==> src/rtl/trap_sequencer.sv <==
// Machine-mode trap entry / mret sequencer: captures a trap or mret request, then
// replays it as an ordered series of single-port CSR writes followed by one fetch redirect.
module trap_sequencer #(
    parameter logic [1:0]  RESET_PRIV    = 2'b11,
    parameter logic [63:0] MSTATUS_WMASK = 64'h7e79bb
) (
    input  logic        clk,
    input  logic        reset,
    input  logic        exc_valid,
    input  logic [63:0] exc_cause,
    input  logic [63:0] exc_pc,
    input  logic [63:0] exc_tval,
    input  logic        mret_valid,
    input  logic        int_window,
    input  logic [63:0] int_pc,
    input  logic        msip,
    input  logic        mtip,
    input  logic        meip,
    input  logic [63:0] mstatus_i,
    input  logic [63:0] mtvec_i,
    input  logic [63:0] mepc_i,
    input  logic [63:0] mie_i,
    output logic        csr_we,
    output logic [11:0] csr_waddr,
    output logic [63:0] csr_wdata,
    output logic        redirect_valid,
    output logic [63:0] redirect_pc,
    output logic        busy,
    output logic [1:0]  priv_o
);

    localparam logic [11:0] A_MSTATUS = 12'h300;
    localparam logic [11:0] A_MEPC    = 12'h341;
    localparam logic [11:0] A_MCAUSE  = 12'h342;
    localparam logic [11:0] A_MTVAL   = 12'h343;

    typedef enum logic [2:0] {
        IDLE, W_EPC, W_CAUSE, W_TVAL, W_STAT, R_STAT, REDIR
    } state_e;

    state_e      state_q, state_d;
    logic        we_q, we_d;
    logic [11:0] waddr_q, waddr_d;
    logic [63:0] wdata_q, wdata_d;
    logic        rv_q, rv_d;
    logic [63:0] rpc_q, rpc_d;
    logic        busy_q, busy_d;
    logic [1:0]  priv_q, priv_d;

    // Request snapshot, refreshed every IDLE cycle so the accept-cycle values stick.
    logic [63:0] cause_q, tval_q, mstat_q, mtvec_q, mepc_q;
    logic [1:0]  opriv_q;
    logic        is_int_q;
    logic [3:0]  code_q;

    logic [2:0]  pend;
    logic        int_en;
    logic        take_int;
    logic [3:0]  int_code;
    logic        unused_mie;

    function automatic logic [63:0] merge_wmask(input logic [63:0] nv, input logic [63:0] ov);
        return (nv & MSTATUS_WMASK) | (ov & ~MSTATUS_WMASK);
    endfunction

    function automatic logic [63:0] trap_mstatus(input logic [63:0] m, input logic [1:0] p);
        logic [63:0] n;
        n        = m;
        n[7]     = m[3];
        n[3]     = 1'b0;
        n[12:11] = p;
        return merge_wmask(n, m);
    endfunction

    function automatic logic [63:0] mret_mstatus(input logic [63:0] m);
        logic [63:0] n;
        n        = m;
        n[3]     = m[7];
        n[7]     = 1'b1;
        n[12:11] = 2'b00;
        return merge_wmask(n, m);
    endfunction

    function automatic logic [63:0] trap_target(input logic [63:0] tvec, input logic intr,
                                                input logic [3:0] code);
        logic [63:0] base;
        base = tvec & ~64'd3;
        if (tvec[1:0] == 2'b01 && intr)
            return base + {58'd0, code, 2'b00};
        return base;
    endfunction

    assign pend       = {meip & mie_i[11], mtip & mie_i[7], msip & mie_i[3]};
    assign int_en     = (priv_q != 2'b11) || mstatus_i[3];
    assign take_int   = int_window && int_en && (pend != 3'b000);
    assign int_code   = pend[2] ? 4'd11 : (pend[0] ? 4'd3 : 4'd7);
    assign unused_mie = ^{mie_i[63:12], mie_i[10:8], mie_i[6:4], mie_i[2:0]};

    always_comb begin
        state_d = state_q;
        we_d    = 1'b0;
        waddr_d = 12'h000;
        wdata_d = 64'd0;
        rv_d    = 1'b0;
        rpc_d   = 64'd0;
        priv_d  = priv_q;
        case (state_q)
            IDLE: begin
                if (take_int) begin
                    state_d = W_EPC;
                    we_d    = 1'b1;
                    waddr_d = A_MEPC;
                    wdata_d = int_pc & ~64'd3;
                end else if (exc_valid) begin
                    state_d = W_EPC;
                    we_d    = 1'b1;
                    waddr_d = A_MEPC;
                    wdata_d = exc_pc & ~64'd3;
                end else if (mret_valid) begin
                    state_d = R_STAT;
                    we_d    = 1'b1;
                    waddr_d = A_MSTATUS;
                    wdata_d = mret_mstatus(mstatus_i);
                    priv_d  = mstatus_i[12:11];
                end
            end
            W_EPC: begin
                state_d = W_CAUSE;
                we_d    = 1'b1;
                waddr_d = A_MCAUSE;
                wdata_d = cause_q;
            end
            W_CAUSE: begin
                state_d = W_TVAL;
                we_d    = 1'b1;
                waddr_d = A_MTVAL;
                wdata_d = tval_q;
            end
            W_TVAL: begin
                state_d = W_STAT;
                we_d    = 1'b1;
                waddr_d = A_MSTATUS;
                wdata_d = trap_mstatus(mstat_q, opriv_q);
                priv_d  = 2'b11;
            end
            W_STAT: begin
                state_d = REDIR;
                rv_d    = 1'b1;
                rpc_d   = trap_target(mtvec_q, is_int_q, code_q);
            end
            R_STAT: begin
                state_d = REDIR;
                rv_d    = 1'b1;
                rpc_d   = mepc_q;
            end
            REDIR:   state_d = IDLE;
            default: state_d = IDLE;
        endcase
        busy_d = (state_d != IDLE);
    end

    always_ff @(posedge clk or posedge reset) begin
        if (reset) begin
            state_q <= IDLE;
            we_q    <= 1'b0;
            waddr_q <= 12'h000;
            wdata_q <= 64'd0;
            rv_q    <= 1'b0;
            rpc_q   <= 64'd0;
            busy_q  <= 1'b0;
            priv_q  <= RESET_PRIV;
        end else begin
            state_q <= state_d;
            we_q    <= we_d;
            waddr_q <= waddr_d;
            wdata_q <= wdata_d;
            rv_q    <= rv_d;
            rpc_q   <= rpc_d;
            busy_q  <= busy_d;
            priv_q  <= priv_d;
        end
    end

    always_ff @(posedge clk) begin
        if (state_q == IDLE) begin
            cause_q  <= take_int ? {1'b1, 59'd0, int_code} : exc_cause;
            tval_q   <= take_int ? 64'd0 : exc_tval;
            mstat_q  <= mstatus_i;
            mtvec_q  <= mtvec_i;
            mepc_q   <= mepc_i;
            opriv_q  <= priv_q;
            is_int_q <= take_int;
            code_q   <= int_code;
        end
    end

    assign csr_we         = we_q;
    assign csr_waddr      = waddr_q;
    assign csr_wdata      = wdata_q;
    assign redirect_valid = rv_q;
    assign redirect_pc    = rpc_q;
    assign busy           = busy_q;
    assign priv_o         = priv_q;

endmodule
==> config.mk <==
export PLATFORM = sky130hd
export DESIGN_NAME = trap_sequencer
export DESIGN_NICKNAME = d
export VERILOG_FILES = /design/src/rtl/trap_sequencer.sv
export SDC_FILE = /design/constraint.sdc
export NUM_CORES = 1
export LEC_CHECK = 0
export ABC_AREA = 0
export CORE_AREA = 4 4 258 260
export CTS_CLUSTER_DIAMETER = 120
export CTS_CLUSTER_SIZE = 14
export DETAILED_ROUTE_END_ITERATION = 12
export DIE_AREA = 0 0 262 264
export GPL_ROUTABILITY_DRIVEN = 0
export SLEW_MARGIN = 40
export SYNTH_ARGS = -nofsm -noshare
export SYNTH_HDL_FRONTEND = slang
export SYNTH_SLANG_ARGS = --single-unit
==> constraint.sdc <==
create_clock -name clk -period 36.7 [get_ports clk]
set_input_delay 7.34 -clock clk [delete_from_list [all_inputs] [get_ports clk]]
set_output_delay 7.34 -clock clk [all_outputs]
set_load 0.02 [all_outputs]
==> flow_summary.yaml, run 1 <==
logic_synthesis:
  mappedNetlistArea_sq_um: 19460
  synth_cell_types: 57
  syn_inst: 1414
  ys_seq_area_frac: 0.6769
  synthTopCellsByArea: "edfxtp_1 50%, dfrtp_1 18%, and2_1 4.0%, mux2i_1 3.4%, a21oi_1 3.2%"
  avgSynthCellArea_sq_um: 13.77
  synth-edff-count: 322
  yosys.area.top_type: "edfxtp_1"
  netlist.area_leader.share: 0.4968
  ys_seq_elements: 462
  synth-main-ff-cell: "edfxtp_1"
  synthArstFlopShare: 0.3030
  synth_warnings: 0
setup_path:
  worstRegToRegCells: 6
  crit_path_top_delay_cell: "a2111oi_1"
  critPathBufInv: 4
  critPathCaptureType: "register"
  slowest_delay_ps: 820
  critical_path_class: "input port to register"
  r2r_setup_slack_ps: 33090
  rr_endpoint: "csr_wdata[12]$_DFF_PP0_"
  cp-start-kind: "input port"
  arrival_ps: 10990
  r2r-start: "priv_o[1]$_DFFE_PP1P_"
  crit_fanout: 47
  critical_path_required_ps: 37080
  path_cells: "clkdlybuf4s50_1 -> a222oi_1 -> buf_2 -> or3_4 -> clkinv_2 -> buf_4 -> a2111oi_1 -> a2111oi_0"
  critical-path-top-delay-family: "buffers and inverters"
  cp.depth: 8
routing:
  post-route-drc-count: 0
  postRouteAntennaNets: 0
  drt_iter0_markers: 1115
  firstDrtPassIters: 5
  via_per_inst: 5.017
  wirelength_um: 67450
  vias: 14308
  wl_per_cell_um: 23.65
worst_hold_path:
  hp-start: "mepc_q[0]$_DFFE_PP_"
  hold_end: "redirect_pc[0]$_DFF_PP0_"
  hold_depth: 1
  hold_class: "register to register"
sta:
  timing.setup.tns_ps: 0
  slew_violations: 0
  slew_headroom: 0.4498
  whs_ps: 488.1
  period_needed_ps: 10600
  min_period_over_period: 0.2889
  worst_slew_pin_slew_ps: 823.6
  finalSetupViolCount: 0
  rsz0062_at_grt: "false"
  skew_ps: 31.02
  clock.fmax_mhz: 94.30
  finalHoldViolations: 0
finish:
  drive_gt1_frac: 0.05128
  fin_nets: 2483
  finalInstanceArea_sq_um: 27380
  fill_cells: 5882
  fin_util: 0.4270
  instances_no_fill: 2852
  regArea_sq_um: 13190
  multiInputGateArea_sq_um: 5759
  area_growth_pct: 40.66
clock_tree:
  htree_levels: 2
  cts_tree: "done"
  path_clk_slew_ps: 70
  cts.sink_count: 462
  post-cts-setup-buffers: 0
  ctsLongestPathBuffers: 3
  root_buffer: "clkbuf_16"
  worstSkewPairLatency_ps: 570
  cts_buffers: 38
  cts_resized: 0
  cts_hold_buffers: 0
power:
  powerDensity_nw_per_um2: 72.64
  leakage_nw: 9.674
  ir_worst_vdd_mv: 0.04256
run:
  cap_violations: 0
placement:
  place_area_sq_um: 26240
  io_buffers: 592
  post-place-cells: 2773
  dp_hpwl_um: 48430
grt:
  antenna_found_initial: 19
  grt_max_degree: 95
  grt.overflow.total: 0
  grt_pass1_wl_um: 96020
  grt_pass1_vias: 14804
  grtUsageTotal: 0.1859
floorplanning:
  die_w_um: 262
  core_region_area_sq_um: 64120
  row_count: 93
  ios: 665
  die_y_um: 264
  start_util: 0.3036
  dieArea_sq_um: 69170
run_status:
  status: "complete, no violations"
-- stage by stage --
step / total power [mW] / setup slack, ps
after floorplan: 1.390 / 12410
after global placement: 1.599 / 25340
after detailed placement: 1.623 / 25490
after CTS: 2.018 / 26100
after global routing: 2.099 / 25960
final: 1.989 / 26100
-- registers in the layout, summed over array words and instances, names as in the netlist, 2 cells and up --
name / cells
tval_q: 64
mstat_q: 61
mtvec_q: 64
cause_q: 64
csr_wdata: 64
redirect_pc: 64
mepc_q: 64
opriv_q: 2
code_q: 2
state_q: 3
priv_o: 2
csr_waddr: 4
-- cell usage in the layout, fill, tap and decap left out, types with 5 or more instances in the layout --
cell type and n:
clkdlybuf4s50_1 591, edfxtp_1 322, dfrtp_1 135, a21oi_1 126
and2_1 126, mux2i_1 67, a221oi_1 62, o21ai_0 58
o211ai_1 58, a221o_1 55, nand2_1 46, clkbuf_16 39
nor2_1 34, xor2_1 34, clkbuf_1 29, xnor2_1 26
and3_1 18, nand4_1 16, buf_4 14, nand3_1 13
inv_1 12, nor3_1 9, diode_2 8, conb_1 7
nand2b_1 5, nand4_2 5, and4_1 5, nand3_2 5
-- power breakdown --
group / switching, mW / internal [mW]
Combinational: 0.432 / 0.289
Sequential: 0.0881 / 0.789
Clock: 0.191 / 0.200
-- worst reg2reg max path: cells and delay by family, from the launching register on --
kind	cells	cell delay [ps]
buffers and inverters	2	1230
AOI/OAI and AO/OA	2	990
and+or+nand+nor	2	610
DFF	1	600
-- layout make-up --
cell class,count,area share
antenna,8,0.0007312
inverter,15,0.002468
sequential,462,0.4816
clock inverter,1,0.0003199
multi-input combinational,827,0.2103
timing repair buffer,616,0.2258
clock buffer,68,0.03962
tap,855,0.03907
-- routing by layer --
| metal | GRT usage | wire, um |
|---|---|---|
| met1 | 0.2235 | 25770 |
| met2 | 0.3118 | 32670 |
| met3 | 0.06682 | 6830 |
| met4 | 0.05899 | 2060 |
| met5 | 0 | 126 |
-- synthesized netlist by cell type (3+ instances only) --
cell type	instances
xor2_1	34
nor3_1	10
nor4_1	3
a21oi_1	126
buf_1	6
buf_4	15
nand3_2	5
mux2i_1	67
nand4_2	5
and4_1	5
or3_1	5
edfxtp_1	322
nor2b_1	3
nor4_2	3
a211oi_1	3
xnor2_1	26
and2_1	126
nand2b_1	5
nand3_1	13
nand2_1	46
nand4_1	16
inv_1	13
a221oi_1	62
nor3_2	3
dfrtp_1	138
o21ai_0	58
buf_2	10
ha_1	3
a221o_1	55
a2111oi_0	4
and3_1	18
clkbuf_1	84
o211ai_1	58
nor2_1	34
-- worst max path at each step --
| stage | startpoint | end | slack [ps] |
|---|---|---|---|
| after floorplan | state_q[0]$_DFF_PP0_ | cause_q[0]$_SDFFCE_PP1P_ | 12410 |
| final | msip | csr_wdata[12]$_DFF_PP0_ | 26100 |
| after global routing | msip | csr_wdata[11]$_DFF_PP0_ | 25960 |
| after CTS | msip | csr_wdata[12]$_DFF_PP0_ | 26100 |
| after global placement | msip | csr_wdata[12]$_DFF_PP0_ | 25340 |
| after detailed placement | msip | csr_wdata[12]$_DFF_PP0_ | 25490 |
-- logic make-up (layout without fill, tap and decap cells) --
logic type      Yosys count  count (layout)  synth area share
compound gates          379             379            0.1347
xor+xnor                 60              60           0.02700
fa+ha+maj                 3               3          0.001929
buf+inv                 131             700           0.02938
flops                   462             462            0.6769
mux                      68              68           0.03503
other cells               1              15         0.0001927
simple gates            310             310           0.09494
Power figures use the tool's default switching activity.
==> inputs of run 2 (changes only) <==
==> constraint.sdc (replaced) <==
create_clock -name clk -period 10.6 [get_ports clk]
set_input_delay 2.12 -clock clk [delete_from_list [all_inputs] [get_ports clk]]
set_output_delay 2.12 -clock clk [all_outputs]
set_load 0.02 [all_outputs]
==> run 2 against run 1 <==
Compared with the run above:
- via count down 0.73%
- largest power group unchanged
- sequential share of layout area about the same
- global-route usage down 0.27 points
- critical path depth unchanged
- die area unchanged
- core utilization about the same
- count of clock-buffer cells in the layout down 1
- cell count down 0.14%
==> flow_summary.yaml, run 2 (synthesized netlist as in run 1, its figures left out) <==
clock_tree:
  post-cts-setup-buffers: 0
  worstSkewPairLatency_ps: 560
  htree_levels: 2
  root_buffer: "clkbuf_16"
  cts_tree: "done"
  cts_resized: 0
  ctsLongestPathBuffers: 3
  cts_buffers: 38
  cts.sink_count: 462
  path_clk_slew_ps: 70
  cts_hold_buffers: 0
routing:
  postRouteAntennaNets: 0
  wl_per_cell_um: 23.43
  firstDrtPassIters: 5
  post-route-drc-count: 0
  via_per_inst: 4.987
  wirelength_um: 66740
  drt_iter0_markers: 898
  vias: 14203
setup_path:
  worstRegToRegCells: 7
  critical_path_required_ps: 10990
  critPathCaptureType: "register"
  crit_fanout: 71
  slowest_delay_ps: 740
  rr_endpoint: "csr_wdata[20]$_DFF_PP0_"
  cp-start-kind: "input port"
  arrival_ps: 5580
  path_cells: "clkdlybuf4s50_1 -> a222oi_1 -> buf_2 -> or3_4 -> inv_2 -> buf_4 -> a2111oi_1 -> a2111oi_0"
  r2r-start: "priv_o[1]$_DFFE_PP1P_"
  r2r_setup_slack_ps: 7250
  crit_path_top_delay_cell: "a2111oi_1"
  critical_path_class: "input port to register"
sta:
  period_needed_ps: 5189
  skew_ps: 21.61
  rsz0062_at_grt: "false"
  slew_violations: 0
  timing.setup.tns_ps: 0
  clock.fmax_mhz: 192.7
  min_period_over_period: 0.4895
  slew_headroom: 0.4622
  finalSetupViolCount: 0
  finalHoldViolations: 0
  worst_slew_pin_slew_ps: 806.7
placement:
  dp_hpwl_um: 47060
  place_area_sq_um: 26210
  io_buffers: 592
grt:
  grtUsageTotal: 0.1832
  grt_max_degree: 145
  met3_usage: 0.06500
  grt.overflow.total: 0
  top_usage_layer: "met2"
  grt_use_met1: 0.2159
  antenna_found_initial: 21
  use_met2: 0.3161
  grt_pass1_vias: 14863
  grt_pass1_wl_um: 95400
power:
  powerDensity_nw_per_um2: 251.4
  leakage_nw: 9.672
  ir_worst_vdd_mv: 0.2418
  power_mw: 6.882
worst_hold_path:
  hold_end: "redirect_pc[3]$_DFF_PP0_"
  hold_class: "register to register"
  hp-start: "mepc_q[3]$_DFFE_PP_"
  hold_depth: 2
floorplanning:
  die_w_um: 262
  dieArea_sq_um: 69170
  row_count: 93
  ios: 665
  start_util: 0.3036
  die_y_um: 264
  core_region_area_sq_um: 64120
finish:
  fin_nets: 2481
  final_common_cell: "clkdlybuf4s50_1"
  final_cell_mix: "591 x clkdlybuf4s50_1, 322 x edfxtp_1, 135 x dfrtp_1, 126 x a21oi_1, 126 x and2_1"
  drive_gt1_frac: 0.05035
  area_growth_pct: 40.66
  finalInstanceArea_sq_um: 27380
run:
  cap_violations: 0
run_status:
  status: "complete, no violations"
## run 2: routing by layer
metal / wire length, um / vias up
li1: - / 6491
met1: 25250 / 6961
met2: 32860 / 607
met3: 6654 / 120
met4: 1798 / 24
met5: 180 / -
## run 2: through the flow
step                      std cells  hold slack, ps  setup WS, ps  utilization
final                          2848           487.0          5411       0.4270
after global routing           2844           527.6          5281       0.4269
after CTS                      2839           491.2          5314       0.4258
after detailed placement       2771           486.3          4715       0.4088
after global placement         2769           483.3          4372       0.4081
after floorplan                1420           450.6          1427            -
## run 2: worst max-delay path by stage
| stage | start | end | slack, ps |
|---|---|---|---|
| after floorplan | state_q[0]$_DFF_PP0_ | cause_q[0]$_SDFFCE_PP1P_ | 1430 |
| after global placement | mie_i[7] | csr_wdata[12]$_DFF_PP0_ | 4370 |
| after global routing | mie_i[7] | csr_wdata[12]$_DFF_PP0_ | 5280 |
| final | mie_i[7] | csr_wdata[12]$_DFF_PP0_ | 5410 |
| after CTS | mie_i[7] | csr_wdata[12]$_DFF_PP0_ | 5310 |
| after detailed placement | mie_i[7] | csr_wdata[12]$_DFF_PP0_ | 4720 |
## run 2: final cells by class
| class | count | area, sq um |
|---|---|---|
| multi-input combinational | 827 | 5766 |
| fill | 5907 | 36740 |
| antenna | 7 | 17.52 |
| sequential | 462 | 13180 |
| tap | 855 | 1070 |
| clock buffer | 67 | 1081 |
| inverter | 15 | 68.82 |
| clock inverter | 1 | 8.758 |
| timing repair buffer | 614 | 6183 |
## run 2: power breakdown
group | switching [mW] | internal, mW | total, mW | leakage, nW
Clock | 0.655 | 0.692 | 1.35 | 0.518
Sequential | 0.262 | 2.73 | 2.99 | 4.82
Combinational | 1.54 | 1.01 | 2.54 | 4.33
Total | 2.45 | 4.43 | 6.88 | 9.67
## run 2: critical path, delay by kind of cell
| kind | cells | cell delay [ps] |
|---|---|---|
| and+or+nand+nor | 1 | 600 |
| AOI/OAI and AO/OA | 3 | 1240 |
| buffers and inverters | 4 | 1500 |
==> inputs of run 3 (changes only) <==
==> constraint.sdc (replaced) <==
create_clock -name clk -period 5 [get_ports clk]
set_input_delay 1 -clock clk [delete_from_list [all_inputs] [get_ports clk]]
set_output_delay 1 -clock clk [all_outputs]
set_load 0.02 [all_outputs]
==> run 3 against run 2 <==
Compared with the run above:
- clock power grew 110%
- cell count up 0.14%
- non-clock buffer count up 1
- total power rose by 110%
- sequential cell count is the same
- critical endpoint is now priv_o[1]$_DFFE_PP1P_
==> flow_summary.yaml, run 3 (synthesized netlist as in run 1, its figures left out) <==
sta:
  slew_violations: 0
  period_needed_ps: 3276
  skew_ps: 23.07
  worst_slew_pin_slew_ps: 886.7
  min_period_over_period: 0.6553
  rsz0062_at_grt: "false"
  finalHoldViolations: 0
  whs_ps: 479.5
  clock.fmax_mhz: 305.2
  slew_headroom: 0.4089
  finalSetupViolCount: 0
grt:
  grt_max_degree: 191
  grt.overflow.total: 0
  grt_pass1_vias: 14957
  grt_pass1_wl_um: 97080
  antenna_found_initial: 19
  grtUsageTotal: 0.1875
placement:
  dp_hpwl_um: 48100
  io_buffers: 592
  post-place-cells: 2773
setup_path:
  cp-start-kind: "input port"
  critical_path_class: "input port to register"
  crit_fanout: 34
  critPathCaptureType: "register"
  crit_path_start: "msip"
  critical_path_required_ps: 5480
  arrival_ps: 3750
  r2r_setup_slack_ps: 2290
  r2r-start: "priv_o[0]$_DFFE_PP1P_"
power:
  power_switching_mw: 5.198
  leakage_nw: 9.688
  power_frac_comb: 0.362
  ir_worst_vdd_mv: 0.3331
  powerDensity_nw_per_um2: 531.3
  p_clk_frac: 0.195
  p_sw_frac: 0.3568
  share_seq_of_total_power: 0.443
  internal_power_mw: 9.370
clock_tree:
  cts_tree: "done"
  root_buffer: "clkbuf_16"
  cts_hold_buffers: 0
  post-cts-setup-buffers: 0
  htree_levels: 2
  worstSkewPairLatency_ps: 570
  cts_resized: 0
  cts.sink_count: 462
  cts_buffers: 38
  path_clk_slew_ps: 70
  ctsLongestPathBuffers: 3
floorplanning:
  die_y_um: 264
  core_region_area_sq_um: 64120
  row_count: 93
  ios: 665
  dieArea_sq_um: 69170
  die_w_um: 262
  start_util: 0.3036
routing:
  drt_iter0_markers: 1197
  wl_per_cell_um: 23.73
  wirelength_um: 67670
  via_per_inst: 4.986
  vias: 14221
  post-route-drc-count: 0
  firstDrtPassIters: 5
  postRouteAntennaNets: 0
finish:
  fill_cells: 5865
  area_growth_pct: 40.88
  final_cell_mix: "591 x clkdlybuf4s50_1, 322 x edfxtp_1, 135 x dfrtp_1, 126 x a21oi_1, 126 x and2_1"
  fin_nets: 2482
  fin_util: 0.4277
  instances_no_fill: 2852
  final_common_cell: "clkdlybuf4s50_1"
  drive_gt1_frac: 0.05128
run_status:
  status: "complete, no violations"
run:
  cap_violations: 0
worst_hold_path:
  hold_class: "register to register"
  hp-start: "mepc_q[0]$_DFFE_PP_"
[run 3: power by group through the flow]
stage / Clock, mW / Combinational [mW] / Sequential (mW)
global route: 3.10 / 5.69 / 6.59
detailed placement: 0 / 5.32 / 6.54
CTS: 2.94 / 5.34 / 6.48
global placement: 0 / 5.20 / 6.56
floorplan: 0 / 2.44 / 6.81
finish: 2.84 / 5.27 / 6.45
[run 3: layout make-up]
cell class,instances,area [sq um],share of cell area
multi-input cells,827,5764,0.2102
inverters,15,68.82,0.002510
clock buffers,67,1060,0.03865
repair buffers,615,6218,0.2268
clock inverters,3,33.78,0.001232
flip-flops and latches,462,13190,0.4809
well taps,855,1070,0.03901
diodes,8,20.02,0.0007301
[run 3: through the flow]
step | worst slack, ps | cell area [sq um] | setup TNS, ps | total power [mW]
4_1_cts | 1637 | 27360 | 0 | 14.76
3_3_place_gp | 792.8 | 26250 | 0 | 11.76
3_5_place_dp | 1038 | 26270 | 0 | 11.86
5_1_grt | 1523 | 27410 | 0 | 15.37
6_report | 1724 | 27420 | 0 | 14.57
2_1_floorplan | -3897 | 19550 | -1254750 | 9.255
[run 3: routing by layer]
layer / part of all wire / GRT usage / vias to the layer above / wire length (um)
met5: 0.0020 / 0 / - / 137
met4: 0.024 / 0.05139 / 18 / 1656
met3: 0.097 / 0.06021 / 107 / 6583
met2: 0.51 / 0.3276 / 616 / 34310
met1: 0.37 / 0.2222 / 6994 / 24980
li1: - / - / 6486 / -
[run 3: final timing paths]
check	end	depth (start not counted)
worst max-delay path	priv_o[1]$_DFFE_PP1P_	10
worst min-delay path	redirect_pc[0]$_DFF_PP0_	1
worst max register to register	priv_o[1]$_DFFE_PP1P_	8
worst min register to register	redirect_pc[0]$_DFF_PP0_	1
max in group asynchronous	state_q[1]$_DFF_PP0_	3
min in group asynchronous	redirect_pc[61]$_DFF_PP0_	2
[run 3: worst max-delay path: stages]
cell             delay (ps)
clkdlybuf4s50_1         480
a222oi_1                100
buf_2                   170
or3_4                   370
inv_2                   530
buf_4                   390
nor3_1                  100
nand3_1                 300
mux2i_1                 230
nand2_1                  70
